File: config.mk
export PLATFORM = sky130hd
export DESIGN_NAME = train_crossing_ctrl
export DESIGN_NICKNAME = d
export VERILOG_FILES = /design/src/rtl/train_ctrl_pkg.sv /design/src/rtl/train_out_decode.sv /design/src/rtl/train_crossing_ctrl.sv
export SDC_FILE = /design/constraint.sdc
export NUM_CORES = 1
export LEC_CHECK = 0
export BUFFER_PORTS_ARGS = -buffer_cell sky130_fd_sc_hd__buf_2
export CAP_MARGIN = 20
export CELL_PAD_IN_SITES_DETAIL_PLACEMENT = 2
export CELL_PAD_IN_SITES_GLOBAL_PLACEMENT = 2
export CORE_AREA = 2 2 39 41
export CTS_BUF_LIST = sky130_fd_sc_hd__clkbuf_16
export DETAILED_ROUTE_END_ITERATION = 10
export DIE_AREA = 0 0 41 43
export GPL_TIMING_DRIVEN = 0
export PLACE_DENSITY = 0.64
export SLEW_MARGIN = 20
export SYNTH_ARGS = -nofsm -noshare
export SYNTH_HDL_FRONTEND = slang
export SYNTH_SLANG_ARGS = --single-unit
File: constraint.sdc
create_clock -name clk -period 2.15 [get_ports clk]
set_clock_uncertainty 0.15 [all_clocks]
set_input_delay 0 -clock clk [delete_from_list [all_inputs] [get_ports clk]]
set_output_delay 0 -clock clk [all_outputs]
set_load 0.005 [all_outputs]
File: src/rtl/train_ctrl_pkg.sv
// Shared state and output encodings for the two-train shared-segment controller.
package train_ctrl_pkg;

  typedef enum logic [2:0] {
    ABOUT = 3'd0,
    AIN   = 3'd1,
    BIN   = 3'd2,
    ASTOP = 3'd3,
    BSTOP = 3'd4
  } state_e;

  localparam logic [1:0] DIR_FWD  = 2'b01;
  localparam logic [1:0] DIR_STOP = 2'b00;

  localparam logic SW_A = 1'b0;
  localparam logic SW_B = 1'b1;

endpackage

File: src/rtl/train_out_decode.sv
// Combinational state -> switch/direction decode; the top registers the result.
module train_out_decode
  import train_ctrl_pkg::*;
(
  input  state_e     state,
  output logic       sw1,
  output logic       sw2,
  output logic [1:0] da,
  output logic [1:0] db
);

  always_comb begin
    sw1 = SW_A;
    sw2 = SW_A;
    da  = DIR_FWD;
    db  = DIR_FWD;
    case (state)
      ABOUT, AIN: ;
      BSTOP: db = DIR_STOP;
      BIN: begin
        sw1 = SW_B;
        sw2 = SW_B;
      end
      ASTOP: begin
        sw1 = SW_B;
        sw2 = SW_B;
        da  = DIR_STOP;
      end
      default: ;
    endcase
  end

endmodule

File: src/rtl/train_crossing_ctrl.sv
// Moore controller granting the shared track segment to one of two trains at a time.
module train_crossing_ctrl
  import train_ctrl_pkg::*;
(
  input  logic       clk,
  input  logic       reset,
  input  logic       S1,
  input  logic       S2,
  input  logic       S3,
  input  logic       S4,
  output logic       SW1,
  output logic       SW2,
  output logic [1:0] DA,
  output logic [1:0] DB
);

  state_e     state_q, state_d;
  logic       sw1_q, sw1_d;
  logic       sw2_q, sw2_d;
  logic [1:0] da_q, da_d;
  logic [1:0] db_q, db_d;

  always_comb begin
    state_d = ABOUT;
    case (state_q)
      ABOUT: begin
        if (S1)      state_d = AIN;
        else if (S2) state_d = BIN;
        else         state_d = ABOUT;
      end
      AIN: begin
        if (S4 && S2) state_d = BIN;
        else if (S4)  state_d = ABOUT;
        else if (S2)  state_d = BSTOP;
        else          state_d = AIN;
      end
      BSTOP: state_d = S4 ? BIN : BSTOP;
      BIN: begin
        if (S3 && S1) state_d = AIN;
        else if (S3)  state_d = ABOUT;
        else if (S1)  state_d = ASTOP;
        else          state_d = BIN;
      end
      ASTOP: state_d = S3 ? AIN : ASTOP;
      default: state_d = ABOUT;
    endcase
  end

  // Decoding the next state lets the outputs be registered yet still follow a sensor in one edge.
  train_out_decode u_decode (
    .state (state_d),
    .sw1   (sw1_d),
    .sw2   (sw2_d),
    .da    (da_d),
    .db    (db_d)
  );

  always_ff @(posedge clk) begin
    if (reset) begin
      state_q <= ABOUT;
      sw1_q   <= SW_A;
      sw2_q   <= SW_A;
      da_q    <= DIR_FWD;
      db_q    <= DIR_FWD;
    end else begin
      state_q <= state_d;
      sw1_q   <= sw1_d;
      sw2_q   <= sw2_d;
      da_q    <= da_d;
      db_q    <= db_d;
    end
  end

  assign SW1 = sw1_q;
  assign SW2 = sw2_q;
  assign DA  = da_q;
  assign DB  = db_q;

endmodule

==> results.toml, run 1 <==
[outcome]
status = "finished clean"

[cts]
cts.sinks = 6
cts_buffer_depth = 2
clk_latency_ns = 0.23
cts_tree = "yes"
cts_setup_buffers = 0
cts_made_buffers = 3
clkSlewWorstSetupHoldPaths_ns = 0.03
root_buffer = "clkbuf_16"
h-tree-depth = 1

[power_and_ir_drop]
power_frac_seq_pct = 26.7
swShare_pct = 18.6
total_leakage_power_nw = 0.199
comb_power_share_pct = 8.5
internal-power_uw = 380
power_switching_uw = 87.1
finalPower_uw = 467
pwr-share-clk_pct = 64.8
p_per_area_nw_per_um2 = 1050
ir_drop_mv = 0.407

[logic_synthesis]
yosysMostFrequentCell = "dfxtp_1"
synth_top_area_share_pct = 48.0
synth-seq-cells = 6
async_reset_ff_share_pct = 0
syn_area_um2 = 250
ys_seq_area_share_pct = 48.0
synth_warnings = 0
netlist_top_cells_area = "dfxtp_1 48%, buf_4 9.0%, o41ai_1 7.0%, a21oi_2 3.5%, and3b_1 3.5%"
syn_avg_cell_area_um2 = 9.62
synthCells = 26
synth_flop_cell = "dfxtp_1"
synth.distinct_cells = 16
synth_commonest_cells = "6 x dfxtp_1, 3 x buf_4, 2 x inv_1, 2 x nor2_1, 2 x o41ai_1"
synth-edff-count = 0
yosysTopAreaCell = "dfxtp_1"

[global_routing]
grt_pass1_wl_um = 1100
antenna_found_initial = 0
grt_max_degree = 8
grtUsageMet2_pct = 15.9
gr-usage-met1_pct = 10.3
busiest_layer = "met2"
grt_use_total_pct = 10.2
met3_usage_pct = 7.85
grt_overflow_total = 0
grt_pass1_vias = 277

[route]
vias_per_cell = 4.25
drt_iter0_markers = 1
wl_per_cell_um = 11.9
dr.pass1.iters = 2
vias = 255
drt_wl_total_um = 714
ant_nets = 0
drc = 0

[sta]
hold_violations = 0
rsz0062_at_grt = "no"
whs_ns = 0.0236
min_period_over_period_pct = 75.6
setup_violations = 0
fin_ws_ns = 0.525
drv_slew = 0
setup_tns_ns = 0
fmax_ghz = 0.615
min_period_ns = 1.63

[floorplanning]
initial_core_util_pct = 18.1
rows = 14
die_x_um = 41
die_y_um = 43
dieArea_um2 = 1760
coreArea_um2 = 1380
io-pin-count = 12

[critical_path]
cp-start-kind = "register"
critPathMaxStageDelay_ns = 0.55
crit_chain = "and3b_1, a21oi_2, nor4_1, dlygate4sd3_1"
worstPathRequired_ns = 2.11
crit_slowest_cell = "dlygate4sd3_1"
crit_family = "buffers and inverters"
criticalPathCategory = "register to register"
cp-end-kind = "register"
crit_arrival_ns = 1.59
path_buf_inv = 1
worstPathMaxFanout = 4

[cells_and_area]
diodes = 0
final_nets = 52
drive_gt1_share_pct = 36.4
fin_cells = 60
syn2layout_area_growth_pct = 77.5
fin_util_pct = 32.1
final_area_um2 = 444
final.fill_count = 162

[place]
portBuffers = 9
place_inst = 52
globalplace.congestion = 0.709
postPlaceCellArea_um2 = 319
post-place-ws_ns = 0.875

[worst_hold_path]
min_path_type = "input port to register"

[job]
maxCapViolCount = 0
worst min-delay path, cell delays in order:
cell and delay (ns):
buf_2 0.09, o21a_1 0.15, o31a_1 0.13
kinds of logic after synthesis:
logic type,after synthesis,share of synthesized area (%)
simple gates,8,19.5
buf+inv,5,12.0
other cells,1,1.50
flops,6,48.0
compound gates,6,19.0
power by group through the flow:
stage	sequential, mW	clock (mW)	combinational [mW]
floorplan	0.125	0	0.0196
global placement	0.126	0	0.0323
CTS	0.125	0.309	0.0398
finish	0.125	0.303	0.0396
global route	0.126	0.315	0.0442
detailed placement	0.127	0	0.0343
sequential cells by signal, summed over array words and instances (netlist names):
name     flops
state_q      3
SW2          1
DA           1
DB           1
layout by cell type (no fill, tap or decap), drive strengths merged:
cell,Yosys,routed
a21oi,1,1
dfxtp,6,6
o21a,1,1
o41ai,2,2
o21ai,1,1
nor4,1,1
nor2,2,2
nor4b,1,1
and3b,1,1
or4,1,1
nand2,1,1
nor2b,1,1
buf,3,12
dlygate4sd3,0,5
inv,2,2
conb,1,2
clkbuf,0,3
o31a,1,1
timing repair:
action	in CTS	in global routing
hold endpoints to repair	5	0
resized for setup	0	0
hold buffers	5	0
worst paths after layout:
path,start,to,slack [ns],cells past startpoint
min,S1,state_q[0]$_SDFF_PP0_,0.02,3
max,state_q[2]$_SDFF_PP0_,state_q[2]$_SDFF_PP0_,0.52,4
min reg2reg,state_q[0]$_SDFF_PP0_,state_q[0]$_SDFF_PP0_,0.44,2
max reg2reg,state_q[2]$_SDFF_PP0_,state_q[2]$_SDFF_PP0_,0.52,4
routing by layer:
metal / vias up / share of wire (%)
met4: 0 / 0
li1: 125 / -
met3: 0 / 8.3
met2: 9 / 55
met5: - / 0
met1: 121 / 37
layout make-up:
cell class,instances,area (um^2),area share (%)
sequential,6,120,27.0
clock buffer,3,75.1,16.9
multi-input combinational,16,104,23.4
inverter,2,7.51,1.69
buffer,3,22.5,5.07
timing repair buffer,14,95.1,21.4
tap,16,20.0,4.51
Power figures use the tool's default switching activity.
==> run 2: changes to the inputs <==
- ABC_AREA: default -> 1
- CORE_AREA: 2 2 39 41 -> default
- CORE_MARGIN: default -> 2
- CORE_UTILIZATION: default -> 19
- DIE_AREA: 0 0 41 43 -> default
- PLACE_DENSITY: 0.64 -> 0.7
- clock period: 2.15 -> 1.4 ns (I/O delays scaled with it)
==> results.toml, run 2 <==
[logic_synthesis]
synth_flop_cell = "dfxtp_1"
syn_area_um2 = 274
synth-seq-cells = 6
async_reset_ff_share_pct = 0
syn_avg_cell_area_um2 = 7.41
synth_warnings = 0
yosysTopAreaCell = "dfxtp_1"
netlist_top_cells_area = "dfxtp_1 44%, nand3_1 9.1%, buf_4 8.2%, inv_1 8.2%, nand2_1 8.2%"
synthCells = 37
ys_seq_area_share_pct = 43.8
synth.distinct_cells = 13
synth-edff-count = 0
synth_top_area_share_pct = 43.8
synth_commonest_cells = "6 x dfxtp_1, 6 x inv_1, 6 x nand2_1"

[critical_path]
critPathMaxStageDelay_ns = 0.53
ff2ff_path_depth = 4
worstPathMaxFanout = 3
r2r_start = "state_q[0]$_SDFF_PP0_"
cp-start-kind = "input port"
r2r-end = "DA[0]$_SDFF_PP1_"
crit_slowest_cell = "dlygate4sd3_1"
crit_start = "S4"
cp-end-kind = "register"
crit_chain = "dlygate4sd3_1, buf_2, or2_0, o21ai_1, nand3_1"
ff2ff_setup_slack_ns = 0.28
criticalPathCategory = "input port to register"
worstPathRequired_ns = 1.36
crit_arrival_ns = 1.19

[global_routing]
grt_overflow_total = 0
grt_pass1_wl_um = 1390
antenna_found_initial = 0
grt_use_total_pct = 10.7
grt_max_degree = 6
grt_pass1_vias = 295

[power_and_ir_drop]
p_per_area_nw_per_um2 = 1670
swShare_pct = 20.0
comb_power_share_pct = 11.7
power_frac_seq_pct = 26.5
total_leakage_power_nw = 0.231
ir_drop_mv = 0.753
pwr-share-clk_pct = 61.8
internal-power_uw = 595
power_switching_uw = 149

[cells_and_area]
layout_commonest_cell = "buf_2"
largest_register = "state_q"
syn2layout_area_growth_pct = 63.0
final.fill_count = 159
final_nets = 61
diodes = 0
fin_cells = 68
largest_reg_flops = 3
mostFrequentLayoutCells = "9 x buf_2, 6 x dfxtp_1, 6 x inv_1, 6 x nand2_1, 5 x nand3_1"
drive_gt1_share_pct = 32.1

[cts]
h-tree-depth = 1
cts_made_buffers = 3
clk_latency_ns = 0.23
cts_tree = "yes"
cts.sinks = 6
clkSlewWorstSetupHoldPaths_ns = 0.04
cts_buffer_depth = 2
root_buffer = "clkbuf_16"
cts_setup_buffers = 0

[floorplanning]
io-pin-count = 12
initial_core_util_pct = 20.8
dieArea_um2 = 1760
rows = 13
coreArea_um2 = 1320
die_y_um = 42.0
die_x_um = 42.0

[route]
drt_iter0_markers = 1
ant_nets = 0
drt_wl_total_um = 818
dr.pass1.iters = 2
drc = 0
wl_per_cell_um = 12.0
vias = 285
vias_per_cell = 4.19

[sta]
setup_violations = 0
fin_ws_ns = 0.167
rsz0062_at_grt = "no"
whs_ns = 0.0448
hold_violations = 0
fmax_ghz = 0.811
setup_tns_ns = 0
min_period_ns = 1.23
drv_slew = 0
min_period_over_period_pct = 88.0

[worst_hold_path]
min_to = "DB[0]$_SDFF_PP1_"
worstHoldStart = "S2"
hold_depth = 4
min_path_type = "input port to register"

[outcome]
status = "finished clean"

[place]
portBuffers = 9
globalplace.congestion = 0.692
dp_hpwl_um = 519
place_inst = 62
post-place-ws_ns = 0.302

[job]
maxCapViolCount = 0
[run 2: worst max-delay path, delay by kind of cell]
kind	cells	cell delay, ns
and+or+nand+nor	2	0.29
buffers and inverters	2	0.68
AOI/OAI and AO/OA	1	0.21
[run 2: cells by family after synthesis]
| family | Yosys count | share of synthesized area [%] |
|---|---|---|
| and+or+nand+nor | 15 | 27.9 |
| AOI/OAI and AO/OA | 5 | 9.13 |
| DFF | 6 | 43.8 |
| buffers and inverters | 10 | 17.8 |
| other | 1 | 1.37 |
[run 2: timing repair]
item | CTS | global route
hold buffers | 3 | 0
resized for setup | 0 | 0
endpoints found under the hold margin | 6 | 0
[run 2: stage by stage]
stage | instance area, um^2 | utilization [%] | power [mW]
4_1_cts | 447 | 33.9 | 0.749
3_5_place_dp | 342 | 25.9 | 0.277
5_1_grt | 447 | 33.9 | 0.776
6_report | 447 | 33.9 | 0.744
3_3_place_gp | 342 | 25.9 | 0.275
2_1_floorplan | 278 | - | 0.247
[run 2: cell type report]
| cell class | count | area [um^2] | area share (%) |
|---|---|---|---|
| sequential | 6 | 120 | 26.9 |
| multi-input combinational | 22 | 109 | 24.4 |
| clock buffer | 3 | 75.1 | 16.8 |
| timing repair buffer | 12 | 75.1 | 16.8 |
| inverter | 7 | 26.3 | 5.88 |
| buffer | 3 | 22.5 | 5.04 |
| tap | 15 | 18.8 | 4.20 |
[run 2: power groups by stage]
stage / Clock [mW] / Combinational, mW / Sequential [mW]
after floorplan: 0 / 0.0487 / 0.198
after global placement: 0 / 0.0757 / 0.199
after detailed placement: 0 / 0.0779 / 0.199
after CTS: 0.465 / 0.0867 / 0.197
after global routing: 0.478 / 0.0992 / 0.199
final: 0.460 / 0.0872 / 0.197
[run 2: worst max path at each step]
stage | slack, ns | end | cells after the start
final | 0.17 | DA[0]$_SDFF_PP1_ | 5
after global routing | 0.1 | DA[0]$_SDFF_PP1_ | 5
after CTS | 0.16 | DA[0]$_SDFF_PP1_ | 5
after detailed placement | 0.30 | DA[0]$_SDFF_PP1_ | 5
after global placement | 0.33 | DA[0]$_SDFF_PP1_ | 4
after floorplan | 0.42 | DA[0]$_SDFF_PP1_ | 4
[run 2: routing by layer]
layer / wire length (um) / up-vias / track usage, %
met1: 319 / 134 / 11.8
met4: 6 / 0 / 5.81
met2: 457 / 6 / 18.8
li1: - / 143 / -
met3: 34 / 2 / 2.59
met5: 0 / - / 0
